===== config.mk =====
export PLATFORM = sky130hd
export DESIGN_NAME = btn_debounce
export DESIGN_NICKNAME = d
export VERILOG_FILES = /design/src/rtl/btn_debounce.sv
export SDC_FILE = /design/constraint.sdc
export NUM_CORES = 1
export LEC_CHECK = 0
export ABC_AREA = 1
export CORE_ASPECT_RATIO = 0.7
export CORE_MARGIN = 3
export CORE_UTILIZATION = 35
export DETAILED_ROUTE_END_ITERATION = 8
export GPL_TIMING_DRIVEN = 0
export PLACE_DENSITY = 0.49
export SYNTH_ARGS = -nofsm -noshare
export SYNTH_HDL_FRONTEND = slang
export SYNTH_SLANG_ARGS = --single-unit
export TNS_END_PERCENT = 30

===== constraint.sdc =====
create_clock -name clk -period 4.2 [get_ports clk]
set_clock_uncertainty 0.05 [all_clocks]
set_input_delay 0.63 -clock clk [delete_from_list [all_inputs] [get_ports clk]]
set_output_delay 0.63 -clock clk [all_outputs]
set_load 0.005 [all_outputs]

===== src/rtl/btn_debounce.sv =====
// Per-channel push-button conditioner: 2-flop synchroniser, debounce counter,
// registered press/release pulses and a once-per-press long-hold pulse.
module btn_debounce #(
    parameter int unsigned NUM_BTN         = 3,
    parameter int unsigned DEBOUNCE_CYCLES = 2000000,
    parameter int unsigned HOLD_CYCLES     = 100000000
) (
    input  logic               clk,
    input  logic               rst,
    input  logic [NUM_BTN-1:0] btn_raw,
    output logic [NUM_BTN-1:0] btn_level,
    output logic [NUM_BTN-1:0] btn_press,
    output logic [NUM_BTN-1:0] btn_release,
    output logic [NUM_BTN-1:0] btn_hold
);

    localparam int unsigned DbW   = (DEBOUNCE_CYCLES > 1) ? $clog2(DEBOUNCE_CYCLES) : 1;
    localparam int unsigned HoldW = $clog2(HOLD_CYCLES + 1);

    localparam logic [DbW-1:0]   DbMax    = DbW'(DEBOUNCE_CYCLES - 1);
    localparam logic [HoldW-1:0] HoldFire = HoldW'(HOLD_CYCLES - 2);
    localparam logic [HoldW-1:0] HoldSat  = HoldW'(HOLD_CYCLES - 1);

    logic [NUM_BTN-1:0] sync1_q, sync2_q;
    logic [NUM_BTN-1:0] stable_q, stable_d;
    logic [NUM_BTN-1:0] press_q, press_d;
    logic [NUM_BTN-1:0] release_q, release_d;
    logic [NUM_BTN-1:0] hold_q, hold_d;
    logic [DbW-1:0]     db_cnt_q   [NUM_BTN];
    logic [DbW-1:0]     db_cnt_d   [NUM_BTN];
    logic [HoldW-1:0]   hold_cnt_q [NUM_BTN];
    logic [HoldW-1:0]   hold_cnt_d [NUM_BTN];

    always_comb begin
        stable_d  = stable_q;
        press_d   = '0;
        release_d = '0;
        hold_d    = '0;
        for (int unsigned i = 0; i < NUM_BTN; i++) begin
            db_cnt_d[i]   = '0;
            hold_cnt_d[i] = '0;

            // Any cycle matching the accepted level drops the count, so bounces restart it.
            if (sync2_q[i] != stable_q[i]) begin
                if (db_cnt_q[i] == DbMax) begin
                    stable_d[i]  = sync2_q[i];
                    press_d[i]   = sync2_q[i];
                    release_d[i] = ~sync2_q[i];
                end else begin
                    db_cnt_d[i] = db_cnt_q[i] + DbW'(1);
                end
            end

            // Saturating at HOLD_CYCLES-1 guarantees a single hold pulse per press.
            if (stable_q[i]) begin
                if (hold_cnt_q[i] != HoldSat) begin
                    hold_cnt_d[i] = hold_cnt_q[i] + HoldW'(1);
                end else begin
                    hold_cnt_d[i] = hold_cnt_q[i];
                end
                hold_d[i] = (hold_cnt_q[i] == HoldFire);
            end
        end
    end

    always_ff @(posedge clk or negedge rst) begin
        if (!rst) begin
            sync1_q   <= '0;
            sync2_q   <= '0;
            stable_q  <= '0;
            press_q   <= '0;
            release_q <= '0;
            hold_q    <= '0;
            for (int unsigned i = 0; i < NUM_BTN; i++) begin
                db_cnt_q[i]   <= '0;
                hold_cnt_q[i] <= '0;
            end
        end else begin
            sync1_q   <= btn_raw;
            sync2_q   <= sync1_q;
            stable_q  <= stable_d;
            press_q   <= press_d;
            release_q <= release_d;
            hold_q    <= hold_d;
            for (int unsigned i = 0; i < NUM_BTN; i++) begin
                db_cnt_q[i]   <= db_cnt_d[i];
                hold_cnt_q[i] <= hold_cnt_d[i];
            end
        end
    end

    assign btn_level   = stable_q;
    assign btn_press   = press_q;
    assign btn_release = release_q;
    assign btn_hold    = hold_q;

endmodule


==> impl.org, run 1 <==
** Run status
- The flow ran to the end, and the final reports show no timing, DRC or antenna violations.

** Critical path
- Traced cell by cell, the critical path runs through clkdlybuf4s50_1.
- For this design, the slowest cell found on the critical path is clkdlybuf4s50_1.
- Required time of the critical path :: 3.52 ns
- Along the worst path, the maximum fanout reaches 2.
- Data on the critical path arrives at its endpoint at 1.37 ns.
- CP delay by family, top :: buffers and inverters
- R2R cell count :: 8
- The setup path with the least slack is of type reg -> out.
- For this run, the slowest stage of the critical path takes 0.52 ns.
- Buffers and inverters on the worst path :: 1
- Levels on crit path :: 1
- Crit path capture type :: output pin
- STA classifies the critical path startpoint as a flip-flop.

** Synth
- When the netlist entered floorplanning its net count stood at 1386.
- Area leader, netlist :: dfrtp_1
- Number of instances in the synthesized netlist :: 1372
- After synthesis, the cell types taking the most area are dfrtp_1 (43%), nand2_1 (15%), nor2_1 (13%).
- Warnings from Yosys :: 0
- The synthesized netlist contains 35 unique library cells.
- Main flop type after synthesis :: dfrtp_1
- Mean cell area of the mapped netlist :: 6.94 um^2
- The synthesized design contains 162 register bits.
- By instance count, the leading cell after synthesis is nand2_1.
- In this run, synthesis inferred 0 flip-flops with an integrated enable.
- The commonest cells after synthesis are nand2_1 (379), nor2_1 (329), dfrtp_1 (162).
- Post-synth design cell area :: 9520 um^2
- Proportion of register bits with asynchronous set or reset after synthesis :: 1.00
- Fraction of post-synthesis cell area in the top cell type by area :: 0.426
- Of the synthesized area, sequential elements account for 0.426.

** Cells and area
- After routing the design area is 10800 um^2.
- Number of nets in the layout :: 1422
- In the final layout, the multi-input gates occupy 4830 um^2.
- The repair_antennas step left the layout with diodes totalling 0.
- Synthesis-to-layout area growth :: 13.1%
- Summing all flip-flop and latch instances after layout gives 4050 um^2.
- Fill cells in the final layout number 2795.
- Of the cells placed in the final design, the portion with a size suffix greater than 1 is 0.0816.

** Floorplan
- Pin placement for this block handled 17 I/O pins.
- Die area :: 29200 um^2
- Standard-cell rows :: 49
- After floorplanning, the core was sized to cover 26200 um^2.
- For this configuration, the core starts out at a cell density of 0.363.
- The floorplan step set the die height to 144 um.
- The die is 203 um wide.

** Global routing
- Maximum number of pins on one net before global-route repair :: 114
- The initial antenna violation count came to 0.
- The number of global-route vias before repair is 7623.
- Gr usage total :: 0.168
- Global-route wire length before repair :: 39.4 mm
- Remaining Overflow, GRT :: 0

** STA
- Period utilization :: 0.487
- Based on the critical path, the design can be clocked at up to 488 MHz.
- Unrepaired setup endpoints after global routing :: false
- The final count of hold timing violations was 0.
- In the post-route analysis, the smallest setup slack over all paths is 2.15 ns.
- Max-slew headroom :: 0.571
- For the pin with the worst max-slew slack, the measured transition is 0.644 ns.
- # setup viols final :: 0
- Fin crit period :: 2.05 ns
- The final count of pins violating max slew came to 0.

** Clock network
- Resized cells post-CTS :: 0
- Buffers inserted during post-CTS setup optimization :: 0
- Clock net sink count :: 162
- CTS Root Buffer Type :: clkbuf_16
- Number of buffers inserted during clock tree synthesis :: 17
- Clk slew on worst S/H paths :: 0.07 ns
- Skew-Pair Late Insertion Delay :: 0.44 ns
- The H-tree was split into 4 levels.
- The clock passes through at most 2 buffers.
- The number of hold buffers added after CTS was 0.
- TritonCTS built the clock tree.

** Place
- Minimum setup slack after placement :: 2.40 ns
- Instance area at placement :: 10200 um^2
- Input and output buffers added on the ports amount to 16.
- Hpwl dp :: 17.2 mm
- At the end of routability-driven placement, the weighted congestion stood at 0.889.

** Route
- Total Wirelength :: 23.1 mm
- After detailed routing, the number of vias per cell comes to 4.70.
- After detailed routing, the average wire length per cell comes to 13.0 um.
- Across all layers, the routed design uses 8351 vias.
- Antenna Violating Nets Remaining :: 0
- TritonRoute pass-1 iters :: 5
- The detailed router finished its first iteration with 620 violations.
- For this run, design rule violations remaining after detail routing come to 0.

** Hold path
- In this run the worst hold path is classified as in -> async.

** Power
- Worst vdd rail ir drop :: 0.244 mV
- For this design the static power due to leakage is 4.47 nW.
- Areal power density over the cells :: 303 nW/um^2

** Flow run
- Total of max-cap violations :: 0
power by group:
| part | leakage (nW) | internal (mW) | switching, mW | total (mW) |
|---|---|---|---|---|
| registers | 2.24 | 1.57 | 0.00923 | 1.58 |
| logic | 1.95 | 0.0166 | 0.0531 | 0.0697 |
| clock network | 0.285 | 0.917 | 0.696 | 1.61 |
| total | 4.47 | 2.50 | 0.759 | 3.26 |
cells in the final DEF, fill, tap and decap left out, types with 12 or more instances in the layout:
cell,instances
nor2_1,329
nor3_1,48
or2_2,18
o21ai_0,18
nand2_1,379
nand3_1,92
dfrtp_1,162
inv_1,145
xor2_1,23
clkdlybuf4s50_1,15
a21oi_1,29
clkbuf_16,17
nand4_1,28
nor2_2,12
metrics by stage:
stage | setup TNS, ns | hold slack [ns] | total power [mW] | instances | utilization
after CTS | 0 | 0.0317 | 3.33 | 1778 | 0.410
after floorplan | 0 | 0.281 | 1.63 | 1372 | -
after detailed placement | 0 | 0.288 | 1.68 | 1746 | 0.387
final | 0 | 0.0365 | 3.26 | 1778 | 0.410
after global placement | -763.80 | 0.287 | 1.68 | 1745 | 0.386
after global routing | 0 | 0.0636 | 3.40 | 1778 | 0.410
final cells by class:
type | instances | share of cell area
Clock inverter | 13 | 0.0140
Timing Repair Buffer | 17 | 0.0179
Sequential cell | 162 | 0.377
Clock buffer | 19 | 0.0421
Tap cell | 357 | 0.0415
Inverter | 149 | 0.0521
Buffer | 12 | 0.00674
Multi-Input combinational cell | 1049 | 0.449
state kept, by name, indices dropped and copies added, names as in the netlist:
| register | count |
|---|---|
| sync1_q | 3 |
| btn_press | 3 |
| btn_release | 3 |
| sync2_q | 3 |
| btn_hold | 3 |
| hold_cnt_q | 81 |
| db_cnt_q | 63 |
| btn_level | 3 |
per-layer routing:
metal  wire [um]  GRT usage
met1       12900      0.269
met2        8790      0.224
met3        1100     0.0306
met4         257     0.0507
met5           0          0
logic make-up (layout without fill, tap and decap cells):
logic type / count (synthesis) / count (layout) / synth area share
AO/OA/AOI/OAI: 54 / 54 / 0.0296
XOR/XNOR: 31 / 31 / 0.0285
AND/OR/NAND/NOR: 955 / 955 / 0.438
buffers and inverters: 161 / 210 / 0.0665
flip-flops: 162 / 162 / 0.426
adder cells (fa/ha/maj): 9 / 9 / 0.0118
path summary, 6_finish.rpt:
check / from / end / slack (ns)
min in group clk: sync1_q[0]$_DFF_PN0_ / sync2_q[0]$_DFF_PN0_ / 0.30
max in group asynchronous: rst / db_cnt_q[5]$_DFF_PN0_ / 3.14
hold / removal: rst / hold_cnt_q[5]$_DFFE_PN0P_ / 0.04
hold reg to reg: sync1_q[0]$_DFF_PN0_ / sync2_q[0]$_DFF_PN0_ / 0.30
setup / recovery: btn_level[0]$_DFFE_PN0P_ / btn_level[0] / 2.15
setup reg to reg: hold_cnt_q[28]$_DFFE_PN0P_ / hold_cnt_q[35]$_DFFE_PN0P_ / 2.38
Note: power is estimated with default switching activity, not from simulation.
==> run 2: changes to the inputs <==
--- a/config.mk
+++ b/config.mk
@@ -11,7 +11,7 @@
 export CORE_UTILIZATION = 35
 export DETAILED_ROUTE_END_ITERATION = 8
 export GPL_TIMING_DRIVEN = 0
-export PLACE_DENSITY = 0.49
+export PLACE_DENSITY = 0.51
 export SYNTH_ARGS = -nofsm -noshare
 export SYNTH_HDL_FRONTEND = slang
 export SYNTH_SLANG_ARGS = --single-unit
==> constraint.sdc (replaced) <==
create_clock -name clk -period 1.75 [get_ports clk]
set_clock_uncertainty 0.05 [all_clocks]
set_input_delay 0.2625 -clock clk [delete_from_list [all_inputs] [get_ports clk]]
set_output_delay 0.2625 -clock clk [all_outputs]
set_load 0.005 [all_outputs]
==> run 2 against run 1 <==
  * Via count grew 0.97%
  * Critical path depth is the same
  * Hold slack improved by 0.18 ns
  * Sequential power rose by 140%
  * First-iteration DRC count decreased by 6.9%
  * Global-route usage fell by 0.16 points
  * Design area increased by 2.3%
  * Cell count is 0.90% higher
  * Count of clock-buffer cells in the layout stayed put
  * Non-clock buffer count grew 15
==> impl.org, run 2 (synthesized netlist as in run 1, its figures left out) <==
** Cells and area
- Total inserted antenna cells :: 0 (unchanged)
- The final-layout fill cell count came to 2803 (was 2795).
- Ratio of cells with drive above 1 in the final layout :: 0.100 (was 0.0816)
- Most frequent cells in the layout :: nand2_1 (379), nor2_1 (327), dfrtp_1 (159) (was nand2_1 (379), nor2_1 (329), dfrtp_1 (162))
- Largest regs: hold_cnt_q x81, db_cnt_q x63 (unchanged).
- Commonest non-fill, non-tap cell in the layout :: nand2_1 (unchanged)
- Post-layout util :: 0.420 (was 0.410)
- Number of nets in the layout :: 1438 (was 1422)
- Register with the most flip-flops :: hold_cnt_q (unchanged)
- Synthesis-to-layout area growth :: 15.7% (was 13.1%)
- The post-route cell area came to 11000 um^2 (was 10800 um^2).
- Flip-flop count of the largest register, all copies and words added :: 81 (unchanged)

** STA
- # setup viols final :: 0 (unchanged)
- Period utilization :: 0.974
- Tightest hold margin :: 0.216 ns (was 0.0365 ns)
- Unrepaired setup endpoints after global routing :: true (was false)
- The final total negative setup slack is 0 ns (unchanged).
- The final count of hold timing violations came to 0 (unchanged).
- After layout, the minimum clock period comes to 1.70 ns.
- Timing would allow up to 587 MHz.
- The worst-margin pin slew is 0.607 ns (was 0.644 ns).
- Max-slew headroom :: 0.595 (was 0.571)
- Max-slew violation total from the final report :: 0 (unchanged)

** Critical path
- Crit path capture type :: output pin (unchanged)
- The number of stages on the worst setup path is 1 (unchanged).
- The delay contributed by the slowest stage of the critical path is 0.53 ns (was 0.52 ns).
- CP delay by family, top :: buffers and inverters (unchanged)
- The data required time of the worst path is 1.44 ns (was 3.52 ns).
- Setup slack of the most critical reg-to-reg path :: 0.08 ns (was 2.38 ns)
- Cell with the largest stage delay on the worst path :: clkdlybuf4s50_1 (unchanged)
- The critical register-to-register path startpoint is hold_cnt_q[54]$_DFFE_PN0P_ (was hold_cnt_q[28]$_DFFE_PN0P_).
- The worst path buffer plus inverter count came to 1 (unchanged).
- The critical path class is reg -> out (unchanged).
- The cell depth of the worst flop-to-flop path was 8 (unchanged).
- Critical-path cell list :: clkdlybuf4s50_1 (unchanged)
- The arrival time reported for the critical path endpoint came to 1.39 ns (was 1.37 ns).
- Capturing instance or port of the critical path :: btn_level[0] (unchanged)
- The capture instance of the worst register-to-register path is hold_cnt_q[62]$_DFFE_PN0P_ (was hold_cnt_q[35]$_DFFE_PN0P_).
- Worst setup startpoint :: btn_level[0]$_DFFE_PN0P_ (unchanged)
- Max Fanout on Critical Path :: 2 (unchanged)
- The startpoint type of the worst setup path is a flip-flop (unchanged).

** Power
- Total leakage power :: 4.58 nW (was 4.47 nW)
- Areal power density over the cells :: 711 nW/um^2 (was 303 nW/um^2)
- The worst-case vdd ir drop was 0.488 mV (was 0.244 mV).

** Place
- The detailed placer's ending HPWL is 17.2 mm (about the same).
- The last weighted congestion value of the routability-driven placer was 0.837 (was 0.889).
- Number of port buffers :: 16 (unchanged)
- Instance area at placement :: 10200 um^2 (unchanged)

** Floorplan
- The vertical die dimension came to 144 um (unchanged).
- Ports :: 17 (unchanged)
- Die area :: 29200 um^2 (unchanged)
- The initial core utilization is 0.363 (unchanged).
- CORE AREA :: 26200 um^2 (unchanged)
- The die outline width was 203 um (unchanged).
- The row count is 49 (unchanged).

** Clock network
- The clock tree buffer depth is 2 (unchanged).
- Skew-Pair Late Insertion Delay :: 0.44 ns (about the same)
- The CTS H-tree depth is 4 (unchanged).
- The clock buffer count from CTS was 17 (unchanged).
- The clock-pin slew on the worst setup and hold paths is 0.06 ns (was 0.07 ns).
- The CTS tree was done (unchanged).
- Clock net sink count :: 162 (unchanged)
- CTS Root Buffer Type :: clkbuf_16 (unchanged)

** Route
- Total number of vias :: 8432 (was 8351)
- The first-pass detailed-route iteration total is 5 (unchanged).
- Total Wirelength :: 23.5 mm (was 23.1 mm)
- Iteration-0 DRC Markers :: 577 (was 620)
- The post-detailed-route wirelength per cell came to 13.1 um (was 13.0 um).
- The count of antenna-violating nets left after detailed routing came to 0 (unchanged).
- Remaining routing DRC violations :: 0 (unchanged)
- The via-per-instance ratio was 4.70 (about the same).

** Global routing
- The all-layer global routing usage was 0.166 (was 0.168).
- Number of global-route vias before repair :: 7660 (was 7623)
- Initial antenna violation count :: 0 (unchanged)
- The aggregate global routing overflow was 0 (unchanged).
- Global-route wire length before repair :: 39.2 mm (was 39.4 mm)
- The pin count of the biggest net entering global routing is 92 (was 114).

** Run status
- Status: complete, no violations (unchanged).

** Flow run
- Total of max-cap violations :: 0 (unchanged)

** Hold path
- Min-delay src :: btn_raw[0]
- The worst min-delay path class is in -> reg (was in -> async).
-- run 2: cell types whose count changed in the layout (fill, tap and decap cells not counted), moves of 3 or more --
| cell | change |
|---|---|
| ha_1 | -3 |
| nor3_4 | +3 |
| nand3_4 | +4 |
| nor2_4 | +4 |
| dfrtp_2 | +3 |
| dfrtp_1 | -3 |
| buf_4 | +14 |
-- run 2: worst min path at each step --
stage | end | slack, ns | cells past startpoint
after floorplan | btn_hold[0]$_DFF_PN0_ | -0.08 | 0
after global placement | sync2_q[2]$_DFF_PN0_ | 0.28 | 0
after detailed placement | hold_cnt_q[7]$_DFFE_PN0P_ | 0.23 | 1
after CTS | sync1_q[0]$_DFF_PN0_ | 0.20 | 1
after global routing | sync1_q[0]$_DFF_PN0_ | 0.20 | 1
final | sync1_q[0]$_DFF_PN0_ | 0.22 | 1
-- run 2: routing by layer --
layer	vias up	track usage	part of all wire
met3	16	0.0256	0.042
li1	4403	-	-
met2	157	0.229	0.39
met1	3856	0.268	0.56
met4	0	0.0402	0.0083
met5	-	0	0
-- run 2: what timing repair did --
| action | 4_1_cts | 5_1_grt |
|---|---|---|
| endpoints found under the hold margin | 71 | 0 |
| setup endpoints to repair | 17 | 60 |
| hold buffers | 1 | 0 |
| buffers inserted | 0 | 14 |
| gates resized for setup | 8 | 20 |
| cloned | 0 | 1 |
| pin swaps | 1 | 7 |
-- run 2: per-stage QoR --
stage               std cells  setup WS (ns)  total power, mW
finish                   1794         0.0460             7.83
detailed placement       1746        -0.0627             4.04
global route             1794        -0.0182             8.14
floorplan                1372          0.268             3.92
global placement         1745          -6.92             4.03
CTS                      1779       0.000417             7.97
-- run 2: report_power, final --
| group | switching [mW] | total [mW] | leakage (nW) | internal [mW] |
|---|---|---|---|---|
| Clock | 1.66 | 3.86 | 0.289 | 2.20 |
| Combinational | 0.134 | 0.187 | 2.06 | 0.0533 |
| Sequential | 0.0202 | 3.79 | 2.24 | 3.77 |
| Total | 1.81 | 7.83 | 4.58 | 6.02 |
-- run 2: layout make-up --
type | count | area [um^2] | area share
timing repair buffer | 32 | 308 | 0.0279
sequential | 162 | 4060 | 0.368
tap | 357 | 447 | 0.0406
inverter | 149 | 561 | 0.0509
clock buffer | 19 | 453 | 0.0411
multi-input combinational | 1050 | 4970 | 0.451
buffer | 12 | 72.6 | 0.00659
clock inverter | 13 | 148 | 0.0134
-- run 2: worst register-to-register path: stages, from the launching register on --
cell and delay [ns]:
dfrtp_1 0.40, ha_2 0.23, inv_1 0.09, nor2_4 0.18, nand2_4 0.11, nor3_4 0.22
nand3_4 0.16, nand2_1 0.09, inv_1 0.04
